## src/rtl/tnet_rx_deframer.sv

```systemverilog
// tnet RX deframer: assembles 2-beat tnet packets from the Aurora RX stream, queues good ones in a FIFO.
// Define TNET_RX_STATS_EN to add packet/drop/error statistics counters.
module tnet_rx_deframer #(
  parameter int         FIFO_AW = 2,
  parameter logic [2:0] SYNC_MK = 3'b101
) (
  input  logic        c_clk_i,
  input  logic        c_rst_i,
  input  logic        axi_rx_tvalid_i,
  input  logic [63:0] axi_rx_tdata_i,
  input  logic        axi_rx_tlast_i,
  input  logic [7:0]  my_id_i,
  output logic        pkt_vld_o,
  input  logic        pkt_rdy_i,
  output logic [4:0]  pkt_op_o,
  output logic [7:0]  pkt_dst_o,
  output logic [7:0]  pkt_src_o,
  output logic [7:0]  pkt_hop_o,
  output logic [31:0] pkt_dt1_o,
  output logic [31:0] pkt_dt2_o,
  output logic [31:0] pkt_dt3_o,
  output logic        pkt_mine_o,
  output logic [3:0]  err_o,
  input  logic        err_clr_i
`ifdef TNET_RX_STATS_EN
  ,
  output logic [31:0] rx_pkt_cnt_o,
  output logic [15:0] rx_drop_cnt_o,
  output logic [15:0] rx_err_cnt_o
`endif
);

  localparam int DEPTH = 1 << FIFO_AW;

  typedef enum logic [1:0] {IDLE, HDR, DISCARD} state_t;

  state_t             state;
  logic [63:0]        hdr_q;
  logic [127:0]       pend_pkt;
  logic               pend_mine;
  logic               push_q;

  // Entry layout: {mine, header[63:0], payload[63:0]}
  logic [128:0]       mem [DEPTH];
  logic [FIFO_AW-1:0] wr_ptr;
  logic [FIFO_AW-1:0] rd_ptr;
  logic [FIFO_AW:0]   count;
  logic [128:0]       head;

  logic               sync_ok;
  logic               set_short;
  logic               set_long;
  logic               set_bad;
  logic               set_ovf;
  logic               cap_pay;
  logic               full;
  logic               pop;
  logic               push_ok;
  logic [3:0]         err_q;

  assign sync_ok   = (axi_rx_tdata_i[63:61] == SYNC_MK);
  assign set_bad   = axi_rx_tvalid_i && (state == IDLE) && !sync_ok;
  assign set_short = axi_rx_tvalid_i && (state == IDLE) && sync_ok && axi_rx_tlast_i;
  assign set_long  = axi_rx_tvalid_i && (state == HDR) && !axi_rx_tlast_i;
  assign cap_pay   = axi_rx_tvalid_i && (state == HDR) && axi_rx_tlast_i;

  assign full      = (count == (FIFO_AW + 1)'(DEPTH));
  assign pkt_vld_o = (count != '0);
  assign pop       = pkt_vld_o && pkt_rdy_i;
  // A pop in the same cycle frees the slot, so a push into a full FIFO still lands.
  assign push_ok   = push_q && (!full || pop);
  assign set_ovf   = push_q && full && !pop;

  always_ff @(posedge c_clk_i) begin
    if (c_rst_i) begin
      state     <= IDLE;
      hdr_q     <= '0;
      pend_pkt  <= '0;
      pend_mine <= 1'b0;
      push_q    <= 1'b0;
    end else begin
      push_q <= 1'b0;
      if (axi_rx_tvalid_i) begin
        unique case (state)
          IDLE: begin
            if (!sync_ok) begin
              state <= axi_rx_tlast_i ? IDLE : DISCARD;
            end else if (!axi_rx_tlast_i) begin
              hdr_q <= axi_rx_tdata_i;
              state <= HDR;
            end
          end
          HDR: begin
            if (axi_rx_tlast_i) begin
              // Header is copied alongside the payload so a back-to-back header can reuse hdr_q.
              pend_pkt  <= {hdr_q, axi_rx_tdata_i};
              pend_mine <= (hdr_q[55:48] == my_id_i) || (hdr_q[55:48] == 8'hFF);
              push_q    <= 1'b1;
            end
            state <= IDLE;
            if (!axi_rx_tlast_i) state <= DISCARD;
          end
          DISCARD: begin
            if (axi_rx_tlast_i) state <= IDLE;
          end
          default: state <= IDLE;
        endcase
      end
    end
  end

  always_ff @(posedge c_clk_i) begin
    if (push_ok) mem[wr_ptr] <= {pend_mine, pend_pkt};
  end

  always_ff @(posedge c_clk_i) begin
    if (c_rst_i) begin
      wr_ptr <= '0;
      rd_ptr <= '0;
      count  <= '0;
    end else begin
      if (push_ok) wr_ptr <= wr_ptr + FIFO_AW'(1);
      if (pop)     rd_ptr <= rd_ptr + FIFO_AW'(1);
      case ({push_ok, pop})
        2'b10:   count <= count + (FIFO_AW + 1)'(1);
        2'b01:   count <= count - (FIFO_AW + 1)'(1);
        default: count <= count;
      endcase
    end
  end

  // A set event in the same cycle as a clear wins.
  always_ff @(posedge c_clk_i) begin
    if (c_rst_i) err_q <= '0;
    else         err_q <= (err_clr_i ? 4'b0000 : err_q) | {set_ovf, set_bad, set_long, set_short};
  end

  assign err_o      = err_q;
  assign head       = pkt_vld_o ? mem[rd_ptr] : '0;
  assign pkt_mine_o = head[128];
  assign pkt_op_o   = head[124:120];
  assign pkt_dst_o  = head[119:112];
  assign pkt_src_o  = head[111:104];
  assign pkt_hop_o  = head[103:96];
  assign pkt_dt1_o  = head[95:64];
  assign pkt_dt2_o  = head[63:32];
  assign pkt_dt3_o  = head[31:0];

`ifdef TNET_RX_STATS_EN
  logic frame_err;
  assign frame_err = set_short || set_long || set_bad;

  // Clears behave like err_o: an event in the clearing cycle is still counted.
  always_ff @(posedge c_clk_i) begin
    if (c_rst_i) begin
      rx_pkt_cnt_o  <= '0;
      rx_drop_cnt_o <= '0;
      rx_err_cnt_o  <= '0;
    end else if (err_clr_i) begin
      rx_pkt_cnt_o  <= {31'd0, push_ok};
      rx_drop_cnt_o <= {15'd0, set_ovf};
      rx_err_cnt_o  <= {15'd0, frame_err};
    end else begin
      if (push_ok) rx_pkt_cnt_o <= rx_pkt_cnt_o + 32'd1;
      if (set_ovf && (rx_drop_cnt_o != 16'hFFFF)) rx_drop_cnt_o <= rx_drop_cnt_o + 16'd1;
      if (frame_err && (rx_err_cnt_o != 16'hFFFF)) rx_err_cnt_o <= rx_err_cnt_o + 16'd1;
    end
  end
`endif

endmodule

```

## config.mk

```make
export PLATFORM = sky130hd
export DESIGN_NAME = tnet_rx_deframer
export DESIGN_NICKNAME = d
export VERILOG_FILES = /design/src/rtl/tnet_rx_deframer.sv
export SDC_FILE = /design/constraint.sdc
export NUM_CORES = 1
export LEC_CHECK = 0
export BUFFER_PORTS_ARGS = -buffer_cell sky130_fd_sc_hd__buf_2
export CAP_MARGIN = 40
export CORE_ASPECT_RATIO = 1.4
export CORE_MARGIN = 4
export CORE_UTILIZATION = 55
export CTS_CLUSTER_SIZE = 30
export DETAILED_ROUTE_END_ITERATION = 8
export GPL_ROUTABILITY_DRIVEN = 0
export GPL_TIMING_DRIVEN = 0
export PLACE_DENSITY = 0.74
export SLEW_MARGIN = 5
export SYNTH_ARGS = -nofsm -noshare
export SYNTH_HDL_FRONTEND = slang
export SYNTH_SLANG_ARGS = --single-unit
```

## constraint.sdc

```tcl
create_clock -name c_clk_i -period 7.15 [get_ports c_clk_i]
set_input_delay 0.715 -clock c_clk_i [delete_from_list [all_inputs] [get_ports c_clk_i]]
set_output_delay 0.715 -clock c_clk_i [all_outputs]
set_load 0.01 [all_outputs]
```

==> results.json <==
{
  "grt_max_degree": 49,
  "async_flop_share_pct": 0,
  "worstSkewPairLatency_ns": 0.60,
  "timing_worst_setup_path_type": "reg2out",
  "antenna_found_initial": 4,
  "first_iter_violations": 1221,
  "rows": 94,
  "cts-buffers-inserted": 61,
  "synth_edf_count": 504,
  "yosysSeqAreaShare_pct": 73.0,
  "netlist_area_um2": 26300,
  "cts_root_buffer": "clkbuf_16",
  "finClkSkew_ns": 0.0209,
  "status": "completed",
  "num_io_pins": 209,
  "powerDensity_nw_per_um2": 254,
  "core_um2": 47200,
  "crit_fanout": 10,
  "slowest_stage": "clkbuf_2",
  "relSlewSlack_pct": 45.8,
  "postRouteWirelength_um": 59100,
  "hpwl_um": 39100,
  "post-cts-setup-buffers": 0,
  "cts_tree": "built",
  "min_path_type": "in2reg",
  "final_nets": 2078,
  "drtPass1Iterations": 5,
  "fin_crit_sh_pct": 49.8,
  "start_util_pct": 55.7,
  "setup_viol": 0,
  "crit_required_ns": 6.43,
  "slew_violations": 0,
  "cpPeakStageDelay_ns": 0.58,
  "synth_flop_cell": "edfxtp_1",
  "synth.net_count": 1799,
  "fin_setup_tns_ns": 0,
  "clk_pin_slew_ns": 0.07,
  "rsz0062_at_grt": "false",
  "final_common_cell": "edfxtp_1",
  "worst_slack_ns": 3.59,
  "avgViaCountPerCell": 5.63,
  "drive_above_1_share_pct": 23.8,
  "synthTopCellsByArea": "edfxtp_1 (58%), dfxtp_1 (15%), mux4_2 (11%)",
  "cts_sinks": 707,
  "first_global_vias": 15100,
  "ys_warn_count": 0,
  "wire_per_inst_um": 22.1,
  "crit_path_end_kind": "primary output",
  "cp_cell_sequence": "or3_1 > clkbuf_2 > clkbuf_1 > and2_1 > buf_2",
  "min_period_ns": 3.56,
  "ir_drop_uv": 220,
  "synth_seq_cells": 707,
  "syn_avg_cell_area_um2": 15.3,
  "final_antenna_net_count": 0,
  "cp-start-kind": "register",
  "synth_top_area_cell": "edfxtp_1",
  "ys_types": 40,
  "final_cell_mix": "edfxtp_1 (504), nand2_1 (373), buf_2 (241), dfxtp_1 (203), a21oi_1 (191)",
  "worst_pin_slew_ns": 0.813,
  "hold_violations": 0,
  "portBuffers": 205,
  "die_area_um2": 51400,
  "dpl_cell_area_um2": 28400,
  "syn_inst": 1716,
  "dr_total_vias": 15100,
  "area_delta_synth_final_pct": 15.5,
  "gr-total-overflow": 0,
  "dieHeight_um": 267,
  "cts.hold.buffers_added": 0,
  "fp.dieW_um": 193,
  "power_w": 0.00771,
  "grt_pass1_wl_um": 88500,
  "leakage_nw": 9.74,
  "maxCapViolCount": 0,
  "fin_area_um2": 30400,
  "ctsResizeCount": 0,
  "cts_buffer_depth": 3,
  "max_freq_mhz": 281,
  "dp_slack_ns": 3.82,
  "grt_usage_pct": 23.0,
  "cp.arrival_ns": 2.85,
  "synth_top_area_share_pct": 57.6,
  "drc": 0,
  "h-tree-depth": 2
}
==> worst max-delay path, delay by kind of cell (launching register included) <==
kind	cells	cell delay (ns)
and+or+nand+nor	2	0.53
buffers and inverters	3	1.31
DFF	1	0.41
==> synthesized netlist by cell type (3+ instances only) <==
cell type,n
ha_1,4
buf_4,4
nand3b_1,3
clkbuf_1,58
buf_6,7
xor2_1,12
mux4_2,126
buf_2,36
nand2_1,373
and2_1,130
buf_1,3
o21ai_0,3
a21oi_1,191
dfxtp_1,203
nor2b_1,5
nand4_1,3
inv_1,6
nand3_1,4
edfxtp_1,504
nor2_1,15
==> registers in the layout, summed over array words and instances, names as in the netlist, named ones only <==
register,count
rd_ptr,2
wr_ptr,2
mem,504
err_o,4
hdr_q,61
pend_mine,1
state,2
pend_pkt,125
count,3
push_q,1
==> metal layers <==
metal	track usage, %	share of wire (%)	vias to the layer above
met5	0	0.066	-
met4	7.81	3.3	6
met3	3.48	6.7	109
met2	40.3	52	545
met1	29.4	37	7549
li1	-	-	6845
==> cells by family (layout without fill, tap and decap cells) <==
logic type                 Yosys count  count (layout)  share of synthesized area, %
and+or+nand+nor                    548             548                          9.44
AOI/OAI and AO/OA                  202             202                          3.94
DFF                                707             707                          73.0
other                                0               1                             0
xor gates and xnor gates            13              13                         0.433
buffers and inverters              114             446                          2.06
adders and majority gates            5               5                         0.267
muxes                              127             127                          10.8
==> area by class of cell <==
class | instances | area (um2)
well taps | 624 | 781
plain buffers | 108 | 519
multi-input cells | 895 | 6560
fillers | 3423 | 16800
inverters | 6 | 22.5
repair buffers | 216 | 1280
flip-flops and latches | 707 | 19200
clock inverters | 32 | 300
diodes | 1 | 2.50
clock buffers | 84 | 1710
==> final timing paths <==
kind | from | to | slack, ns | cells after the start
worst min register to register | hdr_q[60] | pend_pkt[124] | 0.45 | 2
worst max register to register | push_q | mem[3][82] | 4.28 | 5
worst min-delay path | axi_rx_tdata_i[9] | hdr_q[9] | 0.37 | 3
worst max-delay path | count[0] | pkt_dt2_o[31] | 3.59 | 5
==> where the power goes <==
group          internal, W  leakage, nW  switching, W
Combinational    0.0000296         3.05     0.0000625
Sequential         0.00434         5.73    0.00000447
Clock              0.00185        0.968       0.00142
Total              0.00622         9.74       0.00149
==> per-stage QoR <==
stage                     utilization [%]  instances  hold slack [ns]
after detailed placement             60.1       2556            0.448
after global placement               59.6       2545            0.437
after floorplan                         -       1716            0.432
after global routing                 64.4       2672            0.364
after CTS                            64.4       2672            0.342
final                                64.4       2673            0.370
No activity file was read; power rests on OpenSTA's default activity.
